### src/rtl/cabac_de_parse_mvd.sv
// cabac_de_parse_mvd: decodes one mvd_coding set (x, y) plus mvp_lx_flag
// by requesting CABAC bins one at a time, context-coded or bypass.
// Ports:
//   clk, rst            clock, synchronous active-high reset
//   start_i             begin one parse (honoured only when idle)
//   bin_req_o/ctx/byp   registered bin request towards the bin decoder
//   bin_vld_i, bin_i    decoded bin; consumed when bin_req_o && bin_vld_i
//   mvd_o               {mvd_x, mvd_y}, two's complement, held until next parse
//   mvp_idx_o           mvp_lx_flag zero-extended
//   done_o, err_o       one-cycle completion / EG1 prefix overflow pulses
//   busy_o              high whenever not idle
module cabac_de_parse_mvd #(
    parameter int MVD_WIDTH     = 11,
    parameter int EG_MAX_PREFIX = 8
) (
    input  logic                   clk,
    input  logic                   rst,
    input  logic                   start_i,
    output logic                   bin_req_o,
    output logic [8:0]             bin_ctx_o,
    output logic                   bin_bypass_o,
    input  logic                   bin_vld_i,
    input  logic                   bin_i,
    output logic [2*MVD_WIDTH-1:0] mvd_o,
    output logic [2:0]             mvp_idx_o,
    output logic                   done_o,
    output logic                   err_o,
    output logic                   busy_o
);
    localparam int KW = $clog2(EG_MAX_PREFIX + 2);
    localparam logic [KW-1:0] K_MAX = KW'(EG_MAX_PREFIX + 1);
    localparam logic [MVD_WIDTH-1:0] ONE = MVD_WIDTH'(1);

    typedef enum logic [3:0] {
        IDLE, G0X, G0Y, G1X, G1Y,
        EGX_PRE, EGX_SUF, SGNX,
        EGY_PRE, EGY_SUF, SGNY,
        MVP, DONE
    } state_e;

    state_e                 state_q, state_d;
    logic                   req_q, req_d;
    logic [8:0]             ctx_q, ctx_d;
    logic                   byp_q, byp_d;
    logic                   done_q, done_d;
    logic                   err_q, err_d;
    logic                   g0x_q, g0x_d, g0y_q, g0y_d;
    logic                   g1x_q, g1x_d, g1y_q, g1y_d;
    logic                   sgnx_q, sgnx_d, sgny_q, sgny_d;
    logic [MVD_WIDTH-1:0]   absx_q, absx_d, absy_q, absy_d;
    logic [MVD_WIDTH-1:0]   acc_q, acc_d;
    logic [KW-1:0]          k_q, k_d, rem_q, rem_d;
    logic [2*MVD_WIDTH-1:0] mvd_q, mvd_d;
    logic                   mvp_q, mvp_d;

    logic                   take;
    logic [MVD_WIDTH-1:0]   acc_pre, acc_suf, cmp_x, cmp_y;

    assign take    = req_q & bin_vld_i;
    assign acc_pre = acc_q + (ONE << k_q);
    assign acc_suf = acc_q + (MVD_WIDTH'(bin_i) << (rem_q - KW'(1)));
    assign cmp_x   = sgnx_q ? (~absx_q + ONE) : absx_q;
    assign cmp_y   = sgny_q ? (~absy_q + ONE) : absy_q;

    always_comb begin
        state_d = state_q;
        done_d  = 1'b0;
        err_d   = 1'b0;
        g0x_d   = g0x_q;
        g0y_d   = g0y_q;
        g1x_d   = g1x_q;
        g1y_d   = g1y_q;
        sgnx_d  = sgnx_q;
        sgny_d  = sgny_q;
        absx_d  = absx_q;
        absy_d  = absy_q;
        acc_d   = acc_q;
        k_d     = k_q;
        rem_d   = rem_q;
        mvd_d   = mvd_q;
        mvp_d   = mvp_q;
        unique case (state_q)
            IDLE: if (start_i) begin
                state_d = G0X;
                {g0x_d, g0y_d, g1x_d, g1y_d} = '0;
                {sgnx_d, sgny_d} = '0;
                absx_d = '0;
                absy_d = '0;
            end
            G0X: if (take) begin
                g0x_d   = bin_i;
                absx_d  = MVD_WIDTH'(bin_i);
                state_d = G0Y;
            end
            G0Y: if (take) begin
                g0y_d  = bin_i;
                absy_d = MVD_WIDTH'(bin_i);
                if (g0x_q)      state_d = G1X;
                else if (bin_i) state_d = G1Y;
                else            state_d = MVP;
            end
            G1X: if (take) begin
                g1x_d = bin_i;
                if (g0y_q)      state_d = G1Y;
                else if (bin_i) state_d = EGX_PRE;
                else            state_d = SGNX;
            end
            G1Y: if (take) begin
                g1y_d = bin_i;
                if (g1x_q)      state_d = EGX_PRE;
                else if (g0x_q) state_d = SGNX;
                else if (bin_i) state_d = EGY_PRE;
                else            state_d = SGNY;
            end
            EGX_PRE, EGY_PRE: if (take) begin
                if (!bin_i) begin
                    rem_d   = k_q;
                    state_d = (state_q == EGX_PRE) ? EGX_SUF : EGY_SUF;
                end else if (k_q == K_MAX) begin
                    err_d   = 1'b1;
                    state_d = IDLE;
                end else begin
                    acc_d = acc_pre;
                    k_d   = k_q + KW'(1);
                end
            end
            EGX_SUF, EGY_SUF: if (take) begin
                acc_d = acc_suf;
                rem_d = rem_q - KW'(1);
                if (rem_q == KW'(1)) begin
                    if (state_q == EGX_SUF) begin
                        absx_d  = acc_suf + MVD_WIDTH'(2);
                        state_d = SGNX;
                    end else begin
                        absy_d  = acc_suf + MVD_WIDTH'(2);
                        state_d = SGNY;
                    end
                end
            end
            SGNX: if (take) begin
                sgnx_d = bin_i;
                if (g1y_q)      state_d = EGY_PRE;
                else if (g0y_q) state_d = SGNY;
                else            state_d = MVP;
            end
            SGNY: if (take) begin
                sgny_d  = bin_i;
                state_d = MVP;
            end
            MVP: if (take) begin
                mvd_d   = {cmp_x, cmp_y};
                mvp_d   = bin_i;
                done_d  = 1'b1;
                state_d = DONE;
            end
            DONE: state_d = IDLE;
            default: state_d = IDLE;
        endcase
        // Fresh EG1 accumulator whenever a prefix is entered.
        if ((state_d == EGX_PRE || state_d == EGY_PRE) && state_d != state_q) begin
            k_d   = KW'(1);
            acc_d = '0;
        end
    end

    // Request fields are registered from the next state so they are
    // stable for as long as the bin is stalled.
    always_comb begin
        req_d = 1'b1;
        ctx_d = 9'h000;
        byp_d = 1'b0;
        unique case (state_d)
            G0X, G0Y: ctx_d = 9'h016;
            G1X, G1Y: ctx_d = 9'h017;
            MVP:      ctx_d = 9'h0b0;
            EGX_PRE, EGX_SUF, SGNX,
            EGY_PRE, EGY_SUF, SGNY: byp_d = 1'b1;
            default:  req_d = 1'b0;
        endcase
    end

    always_ff @(posedge clk) begin
        if (rst) begin
            state_q <= IDLE;
            req_q   <= 1'b0;
            ctx_q   <= '0;
            byp_q   <= 1'b0;
            done_q  <= 1'b0;
            err_q   <= 1'b0;
            g0x_q   <= 1'b0;
            g0y_q   <= 1'b0;
            g1x_q   <= 1'b0;
            g1y_q   <= 1'b0;
            sgnx_q  <= 1'b0;
            sgny_q  <= 1'b0;
            absx_q  <= '0;
            absy_q  <= '0;
            acc_q   <= '0;
            k_q     <= '0;
            rem_q   <= '0;
            mvd_q   <= '0;
            mvp_q   <= 1'b0;
        end else begin
            state_q <= state_d;
            req_q   <= req_d;
            ctx_q   <= ctx_d;
            byp_q   <= byp_d;
            done_q  <= done_d;
            err_q   <= err_d;
            g0x_q   <= g0x_d;
            g0y_q   <= g0y_d;
            g1x_q   <= g1x_d;
            g1y_q   <= g1y_d;
            sgnx_q  <= sgnx_d;
            sgny_q  <= sgny_d;
            absx_q  <= absx_d;
            absy_q  <= absy_d;
            acc_q   <= acc_d;
            k_q     <= k_d;
            rem_q   <= rem_d;
            mvd_q   <= mvd_d;
            mvp_q   <= mvp_d;
        end
    end

    assign bin_req_o    = req_q;
    assign bin_ctx_o    = ctx_q;
    assign bin_bypass_o = byp_q;
    assign mvd_o        = mvd_q;
    assign mvp_idx_o    = {2'b00, mvp_q};
    assign done_o       = done_q;
    assign err_o        = err_q;
    assign busy_o       = (state_q != IDLE);
endmodule
### config.mk
export PLATFORM = sky130hd
export DESIGN_NAME = cabac_de_parse_mvd
export DESIGN_NICKNAME = d
export VERILOG_FILES = /design/src/rtl/cabac_de_parse_mvd.sv
export SDC_FILE = /design/constraint.sdc
export NUM_CORES = 1
export LEC_CHECK = 0
export BUFFER_PORTS_ARGS = -buffer_cell sky130_fd_sc_hd__buf_2
export CAP_MARGIN = 5
export CORE_MARGIN = 8
export CORE_UTILIZATION = 50
export DETAILED_ROUTE_END_ITERATION = 8
export PLACE_DENSITY_LB_ADDON = 0.05
export SYNTH_ARGS = -nofsm -noshare
export SYNTH_HDL_FRONTEND = slang
export SYNTH_SLANG_ARGS = --single-unit
### constraint.sdc
create_clock -name clk -period 9.8 [get_ports clk]
set_clock_uncertainty 0.15 [all_clocks]
set_input_delay 0.49 -clock clk [delete_from_list [all_inputs] [get_ports clk]]
set_output_delay 0.49 -clock clk [all_outputs]
set_load 0.05 [all_outputs]
Word-level counts from Yosys, hierarchy flattened

Cells that the tools add are included.

Register bits after elaboration: 87
Input port bits: 5
Word-level logic and storage cells: 180

Add/subtract/negate cells: 7
Equal/unequal tests: 41
Shifts and indexed selects: 2
Multiplexer cells: 64
Bitwise operators: 8
Reduce and logical (&&, ||, !) cells: 38

Operators by type and width:

| kind                                                                  | count |
|---|---|
| 11-bit two-way mux                                                    | 14 |
| 4-bit two-way mux                                                     | 22 |
| 11-bit one-hot mux with 3 select lines                                | 2 |
| 4-bit one-hot mux with 10 select lines                                | 1 |
| 4-bit equality test, second input constant                            | 9 |
| 4-bit by 3-bit equality test with 1-bit output, second input constant | 8 |
| 2-bit inequality test, second input constant                          | 15 |
| 8-bit one-hot mux with 3 select lines                                 | 1 |
| 11-bit by 1-bit adder with 11-bit output, second input constant       | 2 |
| 11-bit adder                                                          | 2 |
| 11-bit inverter                                                       | 2 |
| 11-bit one-hot mux with 2 select lines                                | 1 |
| 2-bit nonzero test                                                    | 10 |
| 3-bit AND reduction                                                   | 6 |
| 4-bit by 2-bit equality test with 1-bit output, second input constant | 4 |
| 4-bit by 1-bit equality test with 1-bit output, second input constant | 3 |
| 1-bit two-way mux                                                     | 12 |
| 1-bit one-hot mux with 2 select lines                                 | 6 |
| 4-bit AND reduction                                                   | 3 |
| 6-bit AND reduction                                                   | 2 |
| 2-bit OR reduction                                                    | 6 |
| 11-bit by 2-bit adder with 11-bit output, second input constant       | 1 |
| 11-bit OR reduction                                                   | 1 |
| 1-bit by 4-bit << shifter with 11-bit output                          | 1 |
| 18 further kinds                                                      | 26 |

Logic depth before layout (Yosys ltp)

Gate-level depths: netlist of run 1.

Depth after elaboration: 10
Depth in mapped cells: 16
Depth with buffers taken out: 15

Least setup slack after synthesis of run 1

Ideal clock, no wire load.

Path kind: flip-flop to flip-flop
Start: register rem_q[0]
End: register absx_q[10]
Arrival time: 3170 ps
Slack: 6350 ps
Cell stages (with the launch flop): 15
Path buffers: 1
Clock period less this slack: 3450 ps
Path through: dfxtp_1 > clkbuf_1 > inv_1 > ha_1 > or3_1 > nor2_1 > ha_1 > o21ai_0 > nor2_1 > o311ai_2 > nand3_1 > nor3b_2 > nand3_1 > xnor2_1 > o32ai_1

Cells in the longest elaborated chain, start to end: 8

Ends and longest elaborated chain:

| what                                         | line | source |
|---|---|---|
| start: declaration                           | 52   | `logic [KW-1:0] k_q, k_d, rem_q, rem_d;` |
| start signal: assignment                     | 220  | `rem_q <= rem_d;` |
| 4-bit by 1-bit subtractor with 4-bit output  | 61   | `assign acc_suf = acc_q + (MVD_WIDTH'(bin_i) << (rem_q - KW'(1)));` |
| 1-bit by 4-bit << shifter with 11-bit output | 61   |  |
| 11-bit adder                                 | 61   |  |
| 11-bit by 2-bit adder with 11-bit output     | 132  | `absx_d = acc_suf + MVD_WIDTH'(2);` |
| 11-bit two-way mux                           | 131  | `if (state_q == EGX_SUF) begin` |
| 11-bit two-way mux                           | 130  | `if (rem_q == KW'(1)) begin` |
| 11-bit two-way mux                           | 127  | `EGX_SUF, EGY_SUF: if (take) begin` |
| 11-bit one-hot mux with 3 select lines       | 82   | `unique case (state_q)` |
| end signal: assignment                       | 216  | `absx_q <= absx_d;` |
| end: declaration                             | 50   | `logic [MVD_WIDTH-1:0] absx_q, absx_d, absy_q, absy_d;` |

Parallel ways exist; a longest one is shown, timed or not. The select of a mux whose other input is x is not followed.
A chain may end at the register's enable or synchronous reset.

Final worst setup path of run 1

Same ends and word-level chain as after synthesis.

==> results of run 1 <==
[kinds of logic after synthesis]
kind of cell,count (synthesis)
simple gates,266
compound gates,161
flops,82
buf+inv,74
xor+xnor,50
fa+ha+maj,33
mux,22
other cells,1
[through the flow]
stage	worst slack [ns]	power, mW
2_1_floorplan	6.35	0.402
3_3_place_gp	5.85	0.412
3_5_place_dp	5.74	0.413
4_1_cts	5.72	0.656
5_1_grt	5.45	0.677
6_report	5.70	0.650
[flip-flops by register name (all words and copies together), names as in the netlist]
signal / cells
absy_q: 11
state_q: 4
rem_q: 4
k_q: 4
sgny_q: 1
sgnx_q: 1
absx_q: 11
g1x_q: 1
mvd_o: 22
g1y_q: 1
bin_bypass_o: 1
bin_req_o: 1
bin_ctx_o: 4
acc_q: 11
g0x_q: 1
done_o: 1
mvp_q: 1
g0y_q: 1
err_o: 1
[cell type report]
cell class	count	area share (%)
clock buffer	13	2.87
clock inverter	3	0.362
inverter	27	1.72
multi-input combinational	537	60.3
sequential	82	27.9
tap	140	2.98
timing repair buffer	43	3.87
[layer usage]
metal | global-route usage [%] | vias up | part of all wire [%]
met5 | 0 | - | 0
met4 | 9.13 | 0 | 3.0
met3 | 4.56 | 34 | 6.1
met2 | 29.7 | 147 | 45
met1 | 24.1 | 2258 | 46
li1 | - | 2472 | -
[worst max-delay path by stage]
stage,startpoint,to,depth (start not counted)
2_1_floorplan,rem_q[0],absx_q[10],14
3_3_place_gp,bin_i,absx_q[10],13
3_5_place_dp,bin_i,absx_q[10],13
4_1_cts,rem_q[0],absx_q[10],14
5_1_grt,rem_q[0],absx_q[10],14
6_report,rem_q[0],absx_q[10],14
[report_power, final]
| group | leakage, nW | switching, mW | internal, mW |
|---|---|---|---|
| clock | 0.0960 | 0.130 | 0.114 |
| sequential | 0.662 | 0.00536 | 0.336 |
| combinational | 1.59 | 0.0471 | 0.0170 |
[layout by cell type, fill, tap and decap left out, types with 21 or more instances in the layout]
cell type / count
xnor2_1: 23
buf_2: 38
xor2_1: 27
a211oi_1: 28
nand2_1: 45
nor2_1: 104
ha_1: 31
o21ai_0: 23
inv_1: 27
nand3_1: 21
mux2i_1: 22
a21oi_1: 38
dfxtp_1: 82
[cell usage after synthesis, types with 12 or more instances]
| cell type | number | share of area [%] |
|---|---|---|
| nor2_1 | 104 | 7.1 |
| inv_1 | 27 | 1.8 |
| dfxtp_1 | 82 | 30 |
| xor2_1 | 27 | 4.3 |
| nor3_1 | 14 | 1.3 |
| a211oi_1 | 28 | 3.8 |
| o21ai_0 | 23 | 2.1 |
| nand2_1 | 45 | 3.1 |
| ha_1 | 31 | 7.0 |
| a21oi_1 | 38 | 3.4 |
| buf_4 | 12 | 1.6 |
| clkbuf_1 | 22 | 1.5 |
| nor2b_1 | 13 | 1.5 |
| xnor2_1 | 23 | 3.6 |
| mux2i_1 | 22 | 4.0 |
| nand3_1 | 21 | 1.9 |
[worst max-delay path: cells and delay by family, from the launching register on]
family | cells | cell delay (ns)
AO/OA/AOI/OAI | 3 | 0.97
XOR/XNOR | 2 | 0.48
AND/OR/NAND/NOR | 6 | 1.15
flip-flops | 1 | 0.51
adder cells (fa/ha/maj) | 2 | 0.57
buffers and inverters | 1 | 0.13
==> flow_metrics.env, run 1 <==
export IMPL_synthAdderAreaFrac_pct=7.75
export IMPL_die_x_um=121
export IMPL_instances_no_fill=845
export IMPL_multi_input_area_um2=3550
export IMPL_setup_tns_ns=0
export IMPL_hold_violations=0
export IMPL_cts_sinks=82
export IMPL_fmax_ghz=0.244
export IMPL_grt_start_max_net_pins=69
export IMPL_cts_root_buf="clkbuf_8"
export IMPL_synthMuxAreaShare_pct=3.99
export IMPL_vdd_drop_max_v=0.0000732
export IMPL_p_per_area_nw_per_um2=110
export IMPL_placedCellCount=829
export IMPL_seq_area_frac_synth_pct=29.7
export IMPL_finalCriticalPeriod_ns=4.10
export IMPL_grt_pass1_vias=4550
export IMPL_core_area_um2=10800
export IMPL_rr_worst_depth=14
export IMPL_grt_pass1_wl_um=22600
export IMPL_io_buffers=38
export IMPL_drt_initial_drc_count=318
export IMPL_synth_top_family_by_area="simple AND/OR/NAND/NOR gates"
export IMPL_avgViaCountPerCell=5.81
export IMPL_dieArea_um2=14700
export IMPL_syn2layout_area_growth_pct=6.50
export IMPL_antenna_found_initial=0
export IMPL_slew_viol_final=0
export IMPL_status="finished clean"
export IMPL_slew_headroom_pct=30.5
export IMPL_worstMarginPinSlew_ns=1.04
export IMPL_wl_per_cell_um=16.4
export IMPL_synth_edff_count=0
export IMPL_numCtsBuffers=9
export IMPL_min_path_cells=2
export IMPL_rrSetupSlack_ns=5.70
export IMPL_worst_setup_path_end_kind="register"
export IMPL_rsz0062_at_grt="no"
export IMPL_synth_cells=689
export IMPL_cp_start_kind="register"
export IMPL_routed_wl_um=13800
export IMPL_holdBufCountCts=0
export IMPL_dieHeight_um=121
export IMPL_clk_path_buf_depth=2
export IMPL_synth_compound_area_share_pct=20.5
export IMPL_cpMaxStageDelayCell="dfxtp_1"
export IMPL_utilization_pct=54.5
export IMPL_setup_viol=0
export IMPL_postRouteAntennaNets=0
export IMPL_seq_area_um2=1640
export IMPL_min_to="absy_q[1]"
export IMPL_dr_pass1_iters=5
export IMPL_postSynthAreaPerCell_um2=8.02
export IMPL_cp_arrival_ns=4.17
export IMPL_cpPeakStageDelay_ns=0.51
export IMPL_synth_xor_area_share_pct=7.93
export IMPL_cap_violations=0
export IMPL_floorplan_rows=38
export IMPL_fill_cells=1026
export IMPL_h_tree_depth=3
export IMPL_cts_tree="yes"
export IMPL_dp_hpwl_um=10200
export IMPL_holdWs_ns=0.320
export IMPL_yosysUniqueCellTypes=68
export IMPL_drive_above_1_share_pct=10.8
export IMPL_synth_simple_area_share_pct=23.6
export IMPL_io_pins=44
export IMPL_critPathKind="register to register"
export IMPL_hp_start="absy_q[1]"
export IMPL_synth_ff_type="dfxtp_1"
export IMPL_path_cells="inv_1 > ha_1 > xnor2_1 > nand2_1 > nor2_1 > ha_1 > a211oi_1 > nor2_1 > o311ai_2 > nand3_1 > nor3b_2 > nand3_1 > xnor2_1 > o32ai_1"
export IMPL_nNetsFinal=738
export IMPL_hold_class="register to register"
export IMPL_critPathMaxFanout=9
export IMPL_antenna_cells=0
export IMPL_grt_usage_pct=19.0
export IMPL_clk_latency_ns=0.37
export IMPL_final_area_um2=5880
export IMPL_drc_errors=0
export IMPL_cts_resized_gates=0
export IMPL_gp_congestion=0.943
export IMPL_r2r_start="rem_q[0]"
export IMPL_period_share_pct=41.8
export IMPL_ys_warn_count=0
export IMPL_start_util_pct=51.2
export IMPL_postCtsSetupBuffers=0
export IMPL_synth_area_um2=5520
export IMPL_leakagePower_nw=2.35
export IMPL_clk_pin_slew_ns=0.08
export IMPL_gr_total_overflow=0
export IMPL_required_ns=9.87
export IMPL_ys_ff_latch=82
export IMPL_placed_area_um2=5690
export IMPL_vias=4911
export IMPL_synth_async_reset_ratio_pct=0
export IMPL_r2r_end="absx_q[10]"
(Power assumes the default switching activity.)
==> run 2, diff against run 1 <==
- clock period: 9.8 -> 3.9 ns (I/O delays scaled with it)
==> flow_metrics.env, run 2 (synthesis gave the netlist of run 1 again) <==
export IMPL_critPathMaxFanout=5
export IMPL_fill_cells=1018
export IMPL_period_share_pct=93.0
export IMPL_start_util_pct=51.2
export IMPL_drt_initial_drc_count=414
export IMPL_cap_violations=0
export IMPL_worstMarginPinSlew_ns=1.19
export IMPL_floorplan_rows=38
export IMPL_drive_above_1_share_pct=13.1
export IMPL_cp_depth=15
export IMPL_syn2layout_area_growth_pct=8.52
export IMPL_cp_buffers_inverters=1
export IMPL_cp_common_cell="a21oi_1"
export IMPL_startpoint="rem_q[1]"
export IMPL_postRouteAntennaNets=0
export IMPL_grt_start_max_net_pins=46
export IMPL_setup_slack_ns=0.272
export IMPL_io_buffers=38
export IMPL_cts_tree="yes"
export IMPL_place_ws_ns=0.103
export IMPL_grt_pass1_wl_um=23600
export IMPL_gr_total_overflow=0
export IMPL_status="finished clean"
export IMPL_rrSetupSlack_ns=0.27
export IMPL_crit_family="compound AO/OA/AOI/OAI gates"
export IMPL_min_path_cells=3
export IMPL_instances_no_fill=855
export IMPL_routed_wl_um=14200
export IMPL_cpPeakStageDelay_ns=0.44
export IMPL_numCtsBuffers=9
export IMPL_r2r_end="acc_q[10]"
export IMPL_dr_pass1_iters=7
export IMPL_slew_viol_final=0
export IMPL_drc_errors=0
export IMPL_grt_busiest_layer="met2"
export IMPL_crit_path_end="acc_q[10]"
export IMPL_cts_resized_gates=0
export IMPL_hold_violations=0
export IMPL_largest_reg_flops=22
export IMPL_postCtsSetupBuffers=0
export IMPL_path_cells="inv_1 > ha_1 > xnor2_1 > nand2_1 > nor2_1 > ha_1 > fa_1 > a21oi_1 > o22ai_1 > o41ai_2 > o21ai_0 > xnor2_1 > nor3_1 > a21oi_1 > a21oi_1"
export IMPL_required_ns=3.99
export IMPL_placedCellCount=839
export IMPL_utilization_pct=55.5
export IMPL_core_area_um2=10800
export IMPL_io_pins=44
export IMPL_rsz0062_at_grt="no"
export IMPL_critPathKind="register to register"
export IMPL_dp_hpwl_um=10500
export IMPL_clk_path_buf_depth=2
export IMPL_cts_sinks=82
export IMPL_holdBufCountCts=0
export IMPL_antenna_cells=0
export IMPL_grtUsageMet2_pct=31.7
export IMPL_dieHeight_um=121
export IMPL_nNetsFinal=748
export IMPL_dieArea_um2=14700
export IMPL_grt_use_met1_pct=25.7
export IMPL_antenna_found_initial=0
export IMPL_p_per_area_nw_per_um2=271
export IMPL_cts_root_buf="clkbuf_8"
export IMPL_seq_area_um2=1650
export IMPL_grt_pass1_vias=4715
export IMPL_wl_per_cell_um=16.6
export IMPL_setup_viol=0
export IMPL_gp_congestion=0.940
export IMPL_h_tree_depth=3
export IMPL_hold_class="input port to register"
export IMPL_finalCriticalPeriod_ns=3.63
export IMPL_leakagePower_nw=2.42
export IMPL_vias=4975
export IMPL_cp_start_kind="register"
export IMPL_rr_worst_depth=15
export IMPL_setup_tns_ns=0
export IMPL_grt_usage_pct=19.9
export IMPL_avgViaCountPerCell=5.82
export IMPL_clk_pin_slew_ns=0.09
export IMPL_vdd_drop_max_v=0.000184
export IMPL_clk_latency_ns=0.37
export IMPL_multi_input_area_um2=3580
export IMPL_grtUsageMet3_pct=4.05
export IMPL_die_x_um=121
export IMPL_r2r_start="rem_q[1]"
export IMPL_slew_headroom_pct=20.6
export IMPL_worst_setup_path_end_kind="register"
export IMPL_final_common_cell="nor2_1"
export IMPL_cpMaxStageDelayCell="fa_1"
export IMPL_layout_common_cells="nor2_1, dfxtp_1, nand2_1, a21oi_1, buf_2"
export IMPL_cp_arrival_ns=3.72
export IMPL_fmax_ghz=0.276
[run 2: cell types whose count changed in the layout (fill, tap and decap cells not counted), moves of 2 or more]
cell        change
clkinvlp_4      +2
clkbuf_8        -2
xnor2_1         -2
buf_4          +10
xnor2_2         +2
[run 2: metrics by stage]
step / power, mW / instance area (um2) / hold slack [ns]
global route: 1.70 / 5990 / 0.150
CTS: 1.65 / 5950 / 0.124
floorplan: 1.01 / 5540 / 0.206
finish: 1.63 / 5990 / 0.150
global placement: 1.04 / 5770 / 0.315
detailed placement: 1.04 / 5770 / 0.322
[run 2: cell type report]
type | count | share of cell area (%)
Tap cell | 140 | 2.92
Clock buffer | 10 | 2.30
Multi-Input combinational cell | 537 | 59.8
Sequential cell | 82 | 27.5
Clock inverter | 6 | 0.814
Inverter | 27 | 1.69
Timing Repair Buffer | 53 | 5.05
[run 2: worst min path at each step]
| stage | end | startpoint |
|---|---|---|
| detailed placement | absy_q[1] | absy_q[1] |
| global route | err_o | bin_i |
| floorplan | err_o | rst |
| finish | err_o | bin_i |
| CTS | err_o | bin_i |
| global placement | absy_q[1] | absy_q[1] |
[run 2: report_power, final]
group / leakage (nW) / internal, mW / switching (mW)
sequential: 0.663 / 0.844 / 0.00886
clock: 0.0855 / 0.254 / 0.348
combinational: 1.67 / 0.0460 / 0.125
[run 2: per-layer routing]
| layer | wire length [um] | up-vias |
|---|---|---|
| li1 | - | 2498 |
| met1 | 6530 | 2303 |
| met2 | 6500 | 143 |
| met3 | 912 | 31 |
| met4 | 281 | 0 |
| met5 | 0 | - |
[run 2: worst min-delay path: cells and delay by family]
kind | cells | cell delay [ns]
buffers and inverters | 2 | 0.33
and+or+nand+nor | 1 | 0.10
==> run 3, diff against run 2 <==
- CORE_ASPECT_RATIO: not set -> 1.25
- CORE_UTILIZATION: 50 -> 35
==> flow_metrics.env, run 3 (synthesis gave the netlist of run 1 again) <==
export IMPL_clk_pin_slew_ns=0.07
export IMPL_setup_slack_ns=0.336
export IMPL_multi_input_area_um2=3590
export IMPL_io_pins=44
export IMPL_finalCriticalPeriod_ns=3.56
export IMPL_place_ws_ns=0.121
export IMPL_final_area_um2=6240
export IMPL_drive_above_1_share_pct=14.0
export IMPL_wl_per_cell_um=16.5
export IMPL_gr_total_overflow=0
export IMPL_setup_viol=0
export IMPL_status="finished clean"
export IMPL_hold_violations=0
export IMPL_p_per_area_nw_per_um2=308
export IMPL_cpPeakStageDelay_ns=0.41
export IMPL_clk_latency_ns=0.35
export IMPL_dr_wl_met2_um=7570
export IMPL_layout_common_cells="nor2_1, dfxtp_1, nand2_1, buf_2, a21oi_1"
export IMPL_die_x_um=128
export IMPL_postRouteAntennaNets=0
export IMPL_avgViaCountPerCell=5.35
export IMPL_largest_reg_flops=22
export IMPL_required_ns=4.03
export IMPL_drc_errors=0
export IMPL_worstMarginPinSlew_ns=0.866
export IMPL_gp_congestion=0.892
export IMPL_dieArea_um2=20100
export IMPL_leakagePower_nw=2.51
export IMPL_cts_tree="yes"
export IMPL_highest_layer="met4"
export IMPL_floorplan_rows=51
export IMPL_grt_usage_pct=15.8
export IMPL_cp_start_kind="register"
export IMPL_cap_violations=0
export IMPL_path_cells="inv_1 > ha_1 > or3_1 > nor2_1 > ha_1 > o21ai_1 > nor2_1 > o311ai_2 > nand3_1 > nor3b_2 > xor2_1 > nand3_1 > a21oi_1"
export IMPL_clk_path_buf_depth=2
export IMPL_placed_area_um2=5880
export IMPL_utilization_pct=40.3
export IMPL_vias=4979
export IMPL_syn2layout_area_growth_pct=13.0
export IMPL_cp_arrival_ns=3.70
export IMPL_fill_cells=1661
export IMPL_power_mw=1.93
export IMPL_setup_tns_ns=0
export IMPL_placedCellCount=914
export IMPL_grt_pass1_wl_um=25300
export IMPL_io_buffers=38
export IMPL_hold_class="input port to register"
export IMPL_seq_area_um2=1640
export IMPL_instances_no_fill=931
export IMPL_slew_viol_final=0
export IMPL_core_area_um2=15500
export IMPL_dieHeight_um=156
export IMPL_critPathMaxFanout=9
export IMPL_dp_hpwl_um=11600
export IMPL_antenna_found_initial=0
export IMPL_worst_setup_path_end_kind="register"
export IMPL_antenna_cells=0
export IMPL_routed_wl_um=15400
export IMPL_grt_pass1_vias=4893
export IMPL_cts_root_buf="clkbuf_16"
export IMPL_slew_headroom_pct=42.2
export IMPL_period_share_pct=91.4
export IMPL_cpMaxStageDelayCell="dfxtp_2"
export IMPL_wl_met1_um=6750
export IMPL_wl_met3_um=759
export IMPL_drt_initial_drc_count=271
export IMPL_holdWs_ns=0.0783
export IMPL_vdd_drop_max_v=0.000138
export IMPL_fmax_ghz=0.281
export IMPL_grt_start_max_net_pins=52
export IMPL_cts_sinks=82
export IMPL_start_util_pct=35.6
export IMPL_nNetsFinal=752
export IMPL_critPathKind="register to register"
export IMPL_numCtsBuffers=9
export IMPL_final_common_cell="nor2_1"
export IMPL_dr_pass1_iters=5
export IMPL_h_tree_depth=3
-- run 3: worst paths after layout --
check	to	startpoint	slack [ns]	cells after the start
hold / removal	state_q[3]	rst	0.08	2
hold reg to reg	mvd_o[11]	mvd_o[11]	0.34	2
setup reg to reg	absx_q[8]	rem_q[0]	0.34	13
setup / recovery	absx_q[8]	rem_q[0]	0.34	13
-- run 3: routing by layer --
layer	track usage [%]	vias to the layer above
li1	-	2497
met4	5.45	0
met1	19.1	2345
met2	27.0	117
met5	0	-
met3	3.10	20
-- run 3: what timing repair did --
action | 4_1_cts | 5_1_grt
hold buffers | 0 | 0
setup buffers | 0 | 1
setup endpoints to repair | 0 | 10
gates resized for setup | 0 | 10
-- run 3: final cells by class --
| class | instances | share of cell area [%] |
|---|---|---|
| Multi-Input combinational cell | 537 | 57.5 |
| Sequential cell | 82 | 26.3 |
| Timing Repair Buffer | 57 | 5.33 |
| Tap cell | 212 | 4.25 |
| Clock buffer | 10 | 3.83 |
| Inverter | 27 | 1.62 |
| Clock inverter | 6 | 1.14 |
-- run 3: worst max-delay path, delay by kind of cell, from the launching register on --
family	cells	cell delay, ns
adders and majority gates	2	0.67
DFF	1	0.41
xor gates and xnor gates	1	0.23
and+or+nand+nor	6	1.22
AOI/OAI and AO/OA	3	0.72
buffers and inverters	1	0.10
-- run 3: power breakdown --
part | internal [mW] | total [mW] | switching (mW)
clock network | 0.522 | 0.896 | 0.375
registers | 0.845 | 0.857 | 0.0121
logic | 0.0470 | 0.172 | 0.125
